**src/rtl/wt_pkg.sv**
```systemverilog
// Shared types and helpers for the dot-product accumulator slice.
package wt_pkg;

  localparam int PROD_W = 8;

  typedef enum logic [1:0] {
    IDLE  = 2'd0,
    ACCUM = 2'd1,
    DONE  = 2'd2
  } state_t;

  // Width of a counter that must hold 0..n-1; never narrower than one bit.
  function automatic int clog2(input int n);
    int r;
    r = 0;
    for (int i = 0; i < 32; i++) begin
      if ((1 << i) < n) r = i + 1;
    end
    return (r < 1) ? 1 : r;
  endfunction

endpackage

```
**src/rtl/wt_dot_accum_sat_add.sv**
```systemverilog
// Unsigned saturating adder: ACC_W-bit accumulator plus one 8-bit product.
module sat_add
  import wt_pkg::*;
#(
  parameter int ACC_W = 10
) (
  input  logic [ACC_W-1:0]  acc,
  input  logic [PROD_W-1:0] product,
  output logic [ACC_W-1:0]  sum,
  output logic              sat
);

  logic [ACC_W:0] wide;

  always_comb begin
    wide = {1'b0, acc} + {{(ACC_W + 1 - PROD_W){1'b0}}, product};
    sat  = wide[ACC_W];
    sum  = sat ? {ACC_W{1'b1}} : wide[ACC_W-1:0];
  end

endmodule

```
**src/rtl/wt_dot_accum.sv**
```systemverilog
// Accumulates LEN streamed products into one saturated dot-product sum and
// holds it on a valid/ready output until the sink takes it.
module wt_dot_accum
  import wt_pkg::*;
#(
  parameter int LEN   = 4,
  parameter int ACC_W = 10
) (
  input  logic              clk,
  input  logic              rst_n,
  input  logic              clear,
  input  logic              in_valid,
  output logic              in_ready,
  input  logic [PROD_W-1:0] product,
  output logic              out_valid,
  input  logic              out_ready,
  output logic [ACC_W-1:0]  acc_out,
  output logic              overflow,
  output logic              busy
);

  localparam int CNT_W = clog2(LEN);
  localparam logic [CNT_W-1:0] LAST = CNT_W'(LEN - 1);

  state_t           state_q, state_d;
  logic [ACC_W-1:0] acc_q, acc_d;
  logic [CNT_W-1:0] count_q, count_d;
  logic             ovf_q, ovf_d;
  logic             out_valid_q, out_valid_d;
  logic             rdy_en_q, rdy_en_d;

  logic [ACC_W-1:0] add_sum;
  logic             add_sat;
  logic             accept;

  sat_add #(.ACC_W(ACC_W)) u_sat_add (
    .acc     (acc_q),
    .product (product),
    .sum     (add_sum),
    .sat     (add_sat)
  );

  // Input side stays closed until the first edge after reset release.
  assign in_ready  = rdy_en_q && ((state_q == IDLE) || (state_q == ACCUM));
  assign accept    = in_valid && in_ready;
  assign out_valid = out_valid_q;
  assign acc_out   = acc_q;
  assign overflow  = ovf_q;
  assign busy      = (state_q != IDLE);

  always_comb begin
    state_d     = state_q;
    acc_d       = acc_q;
    count_d     = count_q;
    ovf_d       = ovf_q;
    out_valid_d = out_valid_q;
    rdy_en_d    = 1'b1;

    if (clear) begin
      state_d     = IDLE;
      acc_d       = '0;
      count_d     = '0;
      ovf_d       = 1'b0;
      out_valid_d = 1'b0;
    end else begin
      case (state_q)
        IDLE: begin
          if (accept) begin
            acc_d = add_sum;
            ovf_d = add_sat;
            if (LEN == 1) begin
              state_d     = DONE;
              out_valid_d = 1'b1;
              count_d     = '0;
            end else begin
              state_d = ACCUM;
              count_d = CNT_W'(1);
            end
          end
        end
        ACCUM: begin
          if (accept) begin
            acc_d = add_sum;
            ovf_d = ovf_q | add_sat;
            if (count_q == LAST) begin
              state_d     = DONE;
              out_valid_d = 1'b1;
              count_d     = '0;
            end else begin
              count_d = count_q + CNT_W'(1);
            end
          end
        end
        DONE: begin
          if (out_ready) begin
            state_d     = IDLE;
            acc_d       = '0;
            count_d     = '0;
            ovf_d       = 1'b0;
            out_valid_d = 1'b0;
          end
        end
        default: begin
          state_d     = IDLE;
          acc_d       = '0;
          count_d     = '0;
          ovf_d       = 1'b0;
          out_valid_d = 1'b0;
        end
      endcase
    end
  end

  always_ff @(posedge clk or negedge rst_n) begin
    if (!rst_n) begin
      state_q     <= IDLE;
      acc_q       <= '0;
      count_q     <= '0;
      ovf_q       <= 1'b0;
      out_valid_q <= 1'b0;
      rdy_en_q    <= 1'b0;
    end else begin
      state_q     <= state_d;
      acc_q       <= acc_d;
      count_q     <= count_d;
      ovf_q       <= ovf_d;
      out_valid_q <= out_valid_d;
      rdy_en_q    <= rdy_en_d;
    end
  end

endmodule

```
**config.mk**
```make
export PLATFORM = sky130hd
export DESIGN_NAME = wt_dot_accum
export DESIGN_NICKNAME = d
export VERILOG_FILES = /design/src/rtl/wt_pkg.sv /design/src/rtl/wt_dot_accum_sat_add.sv /design/src/rtl/wt_dot_accum.sv
export SDC_FILE = /design/constraint.sdc
export NUM_CORES = 1
export LEC_CHECK = 0
export BUFFER_PORTS_ARGS = -buffer_cell sky130_fd_sc_hd__clkbuf_2
export CAP_MARGIN = 20
export CORE_ASPECT_RATIO = 2
export CORE_UTILIZATION = 30
export DETAILED_ROUTE_END_ITERATION = 12
export GPL_ROUTABILITY_DRIVEN = 0
export PLACE_DENSITY = 0.49
export SETUP_SLACK_MARGIN = 0.05
export SYNTH_ARGS = -nofsm -noshare
export SYNTH_HDL_FRONTEND = slang
export SYNTH_SLANG_ARGS = --single-unit
export TNS_END_PERCENT = 30
```
**constraint.sdc**
```tcl
create_clock -name clk -period 1.9 [get_ports clk]
set_input_delay 0.095 -clock clk [delete_from_list [all_inputs] [get_ports clk]]
set_output_delay 0.095 -clock clk [all_outputs]
set_load 0.01 [all_outputs]
```
# == After elaboration in Yosys (flattened, before gate mapping) ==
# Index checks and enable logic that the tools add are counted.
# op_classes
n_addsub,2
eq_ne,9
n_mux,26
n_bitwise,1
n_reduce_logical,10
# ops
operator,count
32-bit 2-to-1 mux,5
32-bit one-hot mux with 3 select lines,1
10-bit 2-to-1 mux,4
32-bit by 1-bit adder with 32-bit output (second input constant),1
32-bit by 2-bit == test with 1-bit output (second input constant),1
10-bit one-hot mux with 2 select lines,1
10-bit by 8-bit adder with 11-bit output,1
2-bit 2-to-1 mux,5
3-bit inequality test (second input constant),3
4-bit AND reduction,2
1-bit 2-to-1 mux,7
1-bit one-hot mux with 3 select lines,2
2-bit one-hot mux with 3 select lines,1
3-bit by 1-bit inequality test with 1-bit output (second input constant),1
3-bit by 2-bit inequality test with 1-bit output (second input constant),1
3-bit AND reduction,1
2-bit by 1-bit == test with 1-bit output (second input constant),1
2-bit == test (second input constant),1
1-bit logical AND,2
2-bit logical NOT,1
2-bit inequality test (second input constant),1
2-bit AND reduction,1
2-bit nonzero test,1
2-bit OR reduction,1
2 further kinds,2
# word_totals
regBits,47
input_bits,13
word_cells,54

# == Longest topological paths before layout ==
# Gate-level depths: netlist (run 1).
# logic_depth
depth_word,7
mapped_depth,7
depth_no_buf,7

# == Modules after synthesis ==
# From an unflattened synthesis (run 1), not the netlist that was laid out.
# unflattened
hier_cells,289
hier_area_um2,2795.2
# modules_own_cells
mod,instances,cells_per_inst,area_each_um2,seq_area_each_um2
wt_dot_accum,1,221,2296.0,1176.1
sat_add,1,68,499.2,0.0

# == Least setup slack after synthesis (run 1) ==
# Ideal clock, no wire load.
# synth_path
kind,reg-to-reg
startpoint,"register acc_q[0], in the netlist acc_out[0]"
endpoint,"register acc_q[6], in the netlist acc_out[6]"
setup_time_ns,0.127
arrival_ns,2.016
t_required_ns,1.773
path_slack_ns,-0.243
stages_incl_launch_ff,8
n_path_buf,0
cell_sequence,dfrtp_1 > ha_1 > fa_1 > a211o_1 > a21oi_2 > nor3_2 > a2111oi_2 > o21ai_1
# synth_between
elab_chain_len,5
# synth_rtl
element,line,rtl
"start, declared",wt_dot_accum.sv:26,"logic [ACC_W-1:0] acc_q, acc_d;"
"start signal, assigned",wt_dot_accum.sv:117,acc_q <= '0;
"start signal, assigned",wt_dot_accum.sv:124,acc_q <= acc_d;
10-bit by 8-bit adder with 11-bit output,wt_dot_accum_sat_add.sv:16,"wide = {1'b0, acc} + {{(ACC_W + 1 - PROD_W){1'b0}}, product};"
10-bit 2-to-1 mux,wt_dot_accum_sat_add.sv:18,sum = sat ? {ACC_W{1'b1}} : wide[ACC_W-1:0];
10-bit 2-to-1 mux,"wt_dot_accum.sv:68, wt_dot_accum.sv:82",
10-bit one-hot mux with 2 select lines,wt_dot_accum.sv:66,case (state_q)
10-bit 2-to-1 mux,wt_dot_accum.sv:59,if (clear) begin
# Every way passes these cells. The select of a mux whose other input is x is not followed.
# A chain may end at the register's enable or synchronous reset.

# == Worst setup path after layout (run 1) ==
# Same ends and word-level chain as after synthesis.

==> out/qor_table.md, run 1 <==
| Step | Quantity | Value |
|:---|:---|:---|
| clock tree | CTS clock-pin slew for the worst setup and hold paths | 0.06 ns |
| flow run | Max capacitance violation total | 0 |
| layout | Final-layout fill cell count | 910 |
| worst setup path | Slowest CP cell | sky130_fd_sc_hd__dfrtp_1 |
| worst setup path | CP peak stage delay | 0.39 ns |
| clock tree | Clock tree from TritonCTS | built |
| worst setup path | End of the worst register-to-register path | acc_out[6] |
| outcome | Run status | finished with violations |
| route | Via-per-instance ratio | 5.18 |
| clock tree | Clock Path Buffers | 2 |
| die | Io pins | 27 |
| sta | Worst-case clock skew | 0.00437 ns |
| synth | Yosys warnings | 0 |
| place | Worst Setup Slack post-DPL | -0.168 ns |
| global route | Maximum number of pins on one net before global-route repair | 48 |
| synth | Post-synthesis cell area | 0.00281 sq mm |
| synth | Syn nets | 318 |
| sta | Pins over their slew limit | 0 |
| die | Cell row count | 49 |
| route | DRT Pass-1 Iters | 8 |
| layout | Share of final-layout standard cells stronger than drive strength 1 | 30.2% |
| worst setup path | Biggest fanout along the worst timing path | 8 |
| worst setup path | Critical Path Stages | 7 |
| place | Number of port buffers | 26 |
| route | Remaining DRCs | 2 |
| sta | Setup TNS | -0.735 ns |
| sta | FMAX | 495 MHz |
| worst setup path | Reg-to-reg startpoint | acc_out[0] |
| clock tree | TritonCTS Buffers | 5 |
| worst setup path | WP data required | 2.08 ns |
| synth | Netlist cell types | 54 |
| worst setup path | Endpoint type of the worst setup path | flop |
| sta | Transition time of the tightest slew-check pin | 0.647 ns |
| power | IR Drop Worst-Case VDD | 0.540 mV |
| layout | Final design instance area without fill | 0.00355 sq mm |
| worst setup path | Worst r2r path cells | 7 |
| worst setup path | Critical Path, Cell by Cell | ha_2, fa_2, a211o_1, a21oi_4, nor3_4, a2111oi_2, o21ai_1 |
| sta | Remaining max-slew budget at the tightest pin | 56.7% |
| clock tree | Deepest level of the CTS H-tree | 2 |
| route | Detailed-route wire length | 7290 um |
| route | Detailed Route Iter0 Violations | 76 |
| die | Y dimension of the die | 139 um |
| synth | Post-synth ARST share | 100% |
| power | Leakage | 1.64 nW |
| route | Via count | 2381 |
| outcome | Violated checks | design-rule violations, negative setup slack |
| global route | Wire length of the first global-routing pass | 12000 um |
| sta | Final critical-path required period | 2.02 ns |
| layout | Fin nets | 380 |
| die | Standard cell core area | 0.00907 sq mm |
| global route | Sum of overflow across all layers after global routing | 0 |
| synth | Sequential-to-total area share from yosys stat | 41.8% |
| worst setup path | Class of the most critical setup path | flop to flop |
| power | Power Density | 859 mW/mm^2 |
| synth | Number of enable flip-flop cells after synthesis | 0 |
| global route | Number of global-route vias before repair | 2520 |
| worst setup path | Critical path's top delay family | compound AO/OA/AOI/OAI gates |
| synth | Post-Synthesis Cells | 295 |
| worst hold path | Worst hold path class | input port to flop |
| synth | Mean Syn Cell Area | 9.53 sq um |
| layout | Number of antenna repair diodes | 0 |
| die | Initial core utilization | 31.0% |
| clock tree | Clock insertion delay at the later pin of the skew report | 0.29 ns |
| synth | Number of register bits inferred by synthesis | 47 |
| clock tree | Clock root buffer | sky130_fd_sc_hd__clkbuf_16 |
| sta | RSZ-0062 raised after global routing | yes |
| worst setup path | Startpoint of the worst setup timing path | acc_out[0] |
| sta | Final number of setup-violating endpoints | 11 |
| worst hold path | Worst Hold Path EP | out_valid |
| layout | Area overhead of the layout relative to synthesis | 26.2% |
| worst setup path | Minimum setup slack among reg-to-reg paths | -0.12 ns |
| sta | Post-route worst setup slack | -0.120 ns |
| place | Detailed placer's ending HPWL | 5440 um |
| worst setup path | Buffers & Inverters on Critical Path | 0 |
| clock tree | Clock sink count | 47 |
| sta | Final Hold Fails | 0 |
| global route | Total GRT Usage | 15.9% |
| worst setup path | Data arrival time of the critical path | 2.20 ns |
| global route | Antenna violations before repair | 0 |
| die | Full die area | 0.00979 sq mm |
| worst hold path | Hold-critical path depth | 2 |
| place | Post-detailed-placement cell area | 0.00331 sq mm |
| worst hold path | Source of the worst hold timing path | clear |
| sta | Crit share post-route | 106% |
| sta | Hold Worst Slack | 0.121 ns |
| die | Die width | 70.5 um |
| route | Mean routed wirelength per cell | 15.8 um |
| worst setup path | Type of origin of the critical path | flop |
| synth | Leading register cell type out of synthesis | sky130_fd_sc_hd__dfrtp_1 |
| layout | Register area | 0.00118 sq mm |
| layout | Total area of multi-input combinational cells | 0.00163 sq mm |
| route | Post-DRT Antenna Nets | 0 |
placed cells by master, fill, tap and decap left out, types with 2 or more instances in the layout:
cell type,n
sky130_fd_sc_hd__nor2_1,34
sky130_fd_sc_hd__xor2_1,30
sky130_fd_sc_hd__nand2_1,31
sky130_fd_sc_hd__o21ai_0,13
sky130_fd_sc_hd__a211oi_1,2
sky130_fd_sc_hd__o21a_1,2
sky130_fd_sc_hd__nor2_2,8
sky130_fd_sc_hd__and3_1,4
sky130_fd_sc_hd__nor4_2,4
sky130_fd_sc_hd__clkbuf_16,5
sky130_fd_sc_hd__buf_4,36
sky130_fd_sc_hd__nand4_1,14
sky130_fd_sc_hd__nand3_2,3
sky130_fd_sc_hd__a211o_1,2
sky130_fd_sc_hd__buf_12,2
sky130_fd_sc_hd__clkbuf_2,26
sky130_fd_sc_hd__or2_2,3
sky130_fd_sc_hd__nor2b_1,3
sky130_fd_sc_hd__and4_2,2
sky130_fd_sc_hd__nor3_1,6
sky130_fd_sc_hd__nand3_1,16
sky130_fd_sc_hd__o211a_1,2
sky130_fd_sc_hd__ha_1,8
sky130_fd_sc_hd__inv_1,3
sky130_fd_sc_hd__nor4_1,4
sky130_fd_sc_hd__a31oi_1,2
sky130_fd_sc_hd__o21ai_1,2
sky130_fd_sc_hd__xnor2_1,2
sky130_fd_sc_hd__clkbuf_8,2
sky130_fd_sc_hd__dfrtp_1,46
sky130_fd_sc_hd__nor3_4,3
sky130_fd_sc_hd__a21oi_1,8
sky130_fd_sc_hd__a22o_1,2
repair_timing:
item,4_1_cts,5_1_grt
pin swaps,2,2
buffers inserted,0,2
gates resized for setup,5,8
endpoints found under the setup margin,34,45
hold buffers,1,0
hold endpoints to repair,47,0
state kept, by name, summed over array words and instances (netlist names):
name	flops
count_q	32
overflow	1
state_q	2
acc_out	10
out_valid	1
rdy_en_q	1
metrics by stage:
step / std cells / utilization [%] / power [mW]
floorplan: 295 / - / 1.72
global placement: 449 / 36.4 / 2.10
detailed placement: 449 / 36.4 / 2.11
CTS: 458 / 38.5 / 3.10
global route: 460 / 39.1 / 3.22
finish: 460 / 39.1 / 3.05
logic make-up (layout without fill, tap and decap cells):
group,Yosys count,count (layout),share of synthesized area [%]
buf+inv,13,76,2.89
mux,1,1,0.356
fa+ha+maj,10,10,4.72
flops,47,47,41.8
simple gates,146,146,28.9
xor+xnor,33,33,10.3
compound gates,44,44,10.9
other cells,1,1,0.133
worst max path at each step:
| stage | slack, ns | end |
|---|---|---|
| 2_1_floorplan | -0.1 | acc_out[6] |
| 3_3_place_gp | -0.14 | acc_out[6] |
| 3_5_place_dp | -0.17 | acc_out[6] |
| 4_1_cts | -0.14 | acc_out[6] |
| 5_1_grt | -0.22 | acc_out[6] |
| 6_report | -0.12 | acc_out[6] |
Yosys cell counts, types with 2 or more instances:
cell type                  number  area [sq um]
sky130_fd_sc_hd__nand4_1       14          87.6
sky130_fd_sc_hd__nor3_2         2          20.0
sky130_fd_sc_hd__a31oi_1        2          12.5
sky130_fd_sc_hd__and3_1         4          25.0
sky130_fd_sc_hd__a211oi_1       2          15.0
sky130_fd_sc_hd__o211a_1        2          20.0
sky130_fd_sc_hd__buf_2          6          30.0
sky130_fd_sc_hd__a211o_1        2          17.5
sky130_fd_sc_hd__and4_2         2          20.0
sky130_fd_sc_hd__nand2_1       32           120
sky130_fd_sc_hd__a21oi_1        8          40.0
sky130_fd_sc_hd__nor3_1         6          30.0
sky130_fd_sc_hd__xnor2_1        3          26.3
sky130_fd_sc_hd__nor4_1         8          50.1
sky130_fd_sc_hd__buf_6          2          22.5
sky130_fd_sc_hd__a22o_1         2          17.5
sky130_fd_sc_hd__o21ai_0       14          70.1
sky130_fd_sc_hd__xor2_1        30           263
sky130_fd_sc_hd__nor2_1        35           131
sky130_fd_sc_hd__nand3_1       16          80.1
sky130_fd_sc_hd__or2_2          3          18.8
sky130_fd_sc_hd__nor2b_1        3          18.8
sky130_fd_sc_hd__nor2_2         7          43.8
sky130_fd_sc_hd__ha_1           9           113
sky130_fd_sc_hd__nand3_2        3          30.0
sky130_fd_sc_hd__dfrtp_1       47          1180
sky130_fd_sc_hd__o21a_1         2          15.0
sky130_fd_sc_hd__inv_1          3          11.3
report_power, final:
group          switching (mW)  total (mW)  internal [mW]
Sequential             0.0776        1.16           1.08
Clock                   0.388       0.949          0.561
Combinational           0.513       0.942          0.429
Total                   0.979        3.05           2.07
layer usage:
| layer | part of all wire [%] | vias to the layer above | track usage, % | wire [um] |
|---|---|---|---|---|
| met1 | 36 | 1163 | 14.6 | 2600 |
| met3 | 2.0 | 14 | 2.11 | 149 |
| li1 | - | 1172 | - | - |
| met4 | 3.6 | 0 | 8.27 | 259 |
| met2 | 59 | 32 | 32.1 | 4270 |
| met5 | 0 | - | 0 | 0 |
cell type report:
cell class                      instances  share of cell area (%)
Tap cell                              102                    3.59
Clock buffer                            8                    4.40
Multi-Input combinational cell        235                    45.8
Sequential cell                        47                    33.2
Inverter                                3                   0.317
Timing Repair Buffer                   65                    12.7
Note: power is estimated with default switching activity, not from simulation.
==> run 2, diff against run 1 <==
Settings changed: CORE_MARGIN set to 3, REMOVE_ABC_BUFFERS set to 1.
==> out/qor_table.md, run 2 (synthesis gave the netlist of run 1 again) <==
| Step | Quantity | Value | Change |
|:---|:---|:---|:---|
| clock tree | Clock root buffer | sky130_fd_sc_hd__clkbuf_16 |  |
| sta | Setup TNS | -0.257 ns | +0.478 ns |
| worst hold path | Worst hold path class | input port to flop |  |
| sta | Worst-case clock skew | 0.0124 ns | +0.00806 ns |
| layout | Fin nets | 393 | +3.4% |
| power | Leakage | 1.71 nW | +4.2% |
| global route | Sum of overflow across all layers after global routing | 0 | unchanged |
| worst setup path | Buffers & Inverters on Critical Path | 1 | +1 |
| power | Power Density | 860 mW/mm^2 | +0.15% |
| clock tree | Clock tree from TritonCTS | built |  |
| route | Via-per-instance ratio | 5.11 | -1.2% |
| sta | Remaining max-slew budget at the tightest pin | 56.9% | +0.17 points |
| power | IR Drop Worst-Case VDD | 0.552 mV | +2.1% |
| place | Post-detailed-placement cell area | 0.00341 sq mm | +3.0% |
| route | Remaining DRCs | 0 | -2 |
| worst setup path | CP peak stage delay | 0.39 ns | about the same |
| die | Standard cell core area | 0.00907 sq mm | unchanged |
| clock tree | Deepest level of the CTS H-tree | 2 | unchanged |
| layout | Final design instance area without fill | 0.00369 sq mm | +4.0% |
| clock tree | Clock Path Buffers | 2 | unchanged |
| route | Detailed Route Iter0 Violations | 131 | +72% |
| worst setup path | Slowest CP cell | sky130_fd_sc_hd__dfrtp_1 |  |
| layout | Number of antenna repair diodes | 0 | unchanged |
| worst setup path | Critical path's top delay family | compound AO/OA/AOI/OAI gates |  |
| global route | Wire length of the first global-routing pass | 12400 um | +3.0% |
| flow run | Max capacitance violation total | 0 | unchanged |
| route | Via count | 2418 | +1.6% |
| sta | Post-route worst setup slack | -0.0582 ns | +0.0616 ns |
| layout | Reg with most FFs | count_q |  |
| die | Die width | 74.5 um | +5.7% |
| sta | Pins over their slew limit | 0 | unchanged |
| sta | Transition time of the tightest slew-check pin | 0.644 ns | -0.00258 ns |
| global route | Number of global-route vias before repair | 2580 | +2.4% |
| sta | RSZ-0062 raised after global routing | yes |  |
| clock tree | Clock insertion delay at the later pin of the skew report | 0.30 ns | about the same |
| route | Post-DRT Antenna Nets | 0 | unchanged |
| sta | Crit share post-route | 103% | -3.2 points |
| worst setup path | WP data required | 2.08 ns | about the same |
| worst setup path | Critical Path, Cell by Cell | ha_2, fa_2, a211o_1, a21oi_2, buf_4, or2_4, o211a_1, o21ai_1 |  |
| outcome | Violated checks | negative setup slack |  |
| worst setup path | Class of the most critical setup path | flop to flop |  |
| route | Mean routed wirelength per cell | 15.7 um | -1.0% |
| layout | Post-layout instance count excluding filler cells | 473 | +2.8% |
| place | Number of placed instances with taps included | 462 | +2.9% |
| outcome | Run status | finished with violations |  |
| worst setup path | Biggest fanout along the worst timing path | 2 | -6 |
| sta | Final Hold Fails | 0 | unchanged |
| sta | FMAX | 511 MHz | +3.1% |
| layout | Share of final-layout standard cells stronger than drive strength 1 | 34.8% | +4.6 points |
| place | Detailed placer's ending HPWL | 5570 um | +2.5% |
| route | DRT Pass-1 Iters | 4 | -4 |
| global route | Antenna violations before repair | 0 | unchanged |
| die | Full die area | 0.0106 sq mm | +8.7% |
| die | Y dimension of the die | 143 um | +2.9% |
| clock tree | TritonCTS Buffers | 5 | unchanged |
| worst setup path | Type of origin of the critical path | flop |  |
| die | Initial core utilization | 31.0% | unchanged |
| die | Cell row count | 49 | unchanged |
| die | Io pins | 27 | unchanged |
| place | Number of port buffers | 26 | unchanged |
| clock tree | CTS clock-pin slew for the worst setup and hold paths | 0.07 ns | about the same |
| sta | Final critical-path required period | 1.96 ns | -0.0616 ns |
| worst setup path | Data arrival time of the critical path | 2.14 ns | -0.06 ns |
| clock tree | Clock sink count | 47 | unchanged |
| worst setup path | Endpoint type of the worst setup path | flop |  |
| route | Detailed-route wire length | 7420 um | +1.8% |
| layout | Final-layout fill cell count | 933 | +2.5% |
| global route | Total GRT Usage | 15.1% | -0.78 points |
| sta | Final number of setup-violating endpoints | 9 | -2 |
| layout | Flip-flop count of the largest register, all copies and words added | 32 | unchanged |
| global route | Maximum number of pins on one net before global-route repair | 48 | unchanged |
| layout | Most frequent cells in the layout | sky130_fd_sc_hd__dfrtp_1 (47), sky130_fd_sc_hd__buf_4 (47), sky130_fd_sc_hd__nor2_1 (33), sky130_fd_sc_hd__nand2_1 (31), sky130_fd_sc_hd__xor2_1 (30) |  |
| layout | Area overhead of the layout relative to synthesis | 31.3% |  |
## run 2: cell types whose count changed in the layout (fill, tap and decap cells not counted), sizes merged
cell	before	now
buf	38	50
clkbuf	34	33
clkinv	0	1
inv	3	4
## run 2: area by class of cell
cell class | count | area [sq um] | share of cell area, %
timing repair buffer | 78 | 578 | 15.7
clock buffer | 6 | 139 | 3.76
clock inverter | 2 | 13.8 | 0.373
multi-input combinational | 235 | 1650 | 44.6
sequential | 47 | 1180 | 31.9
inverter | 3 | 11.3 | 0.305
tap | 102 | 128 | 3.46
## run 2: worst min-delay path, cell delays in order
cell and delay [ns]:
sky130_fd_sc_hd__clkbuf_2 0.12, sky130_fd_sc_hd__nor2_1 0.06, sky130_fd_sc_hd__nand2_1 0.06, sky130_fd_sc_hd__a21oi_1 0.05
## run 2: worst paths after layout
path	from	slack (ns)	end	depth (start not counted)
max	acc_out[0]	-0.06	acc_out[9]	8
min	out_ready	0.13	state_q[1]	4
max reg2reg	acc_out[0]	-0.06	acc_out[9]	8
min reg2reg	acc_out[3]	0.52	acc_out[3]	2
max in group asynchronous	rst_n	1.34	count_q[26]	3
min in group asynchronous	rst_n	0.33	count_q[15]	3
## run 2: power breakdown
group	switching [mW]	internal (mW)
combinational	0.555	0.533
sequential	0.0781	1.08
clock	0.403	0.527
## run 2: metal layers
layer  track usage [%]  wire length (um)  vias to the layer above
met2              29.6              4400                       35
met5                 0                 0                        -
li1                  -                 -                     1202
met3              2.26               169                       12
met1              15.3              2660                     1169
met4              5.44               194                        0
## run 2: what timing repair did
action                                  4_1_cts  5_1_grt
resized for setup                            15       13
endpoints found under the hold margin        47        0
setup buffers                                 0        1
pin swaps                                    12        6
hold buffers                                  1        0
cloned                                        0        1
endpoints found under the setup margin       26       43
## run 2: through the flow
step                      hold WS, ns  utilization (%)  total power, mW  worst slack, ns
after floorplan                -0.201                -             1.70           -0.243
after global placement          0.113             37.5             2.19           -0.217
after detailed placement        0.112             37.5             2.21           -0.247
after CTS                       0.130             39.8             3.19           -0.100
after global routing            0.160             40.7             3.38           -0.163
final                           0.131             40.7             3.18          -0.0582
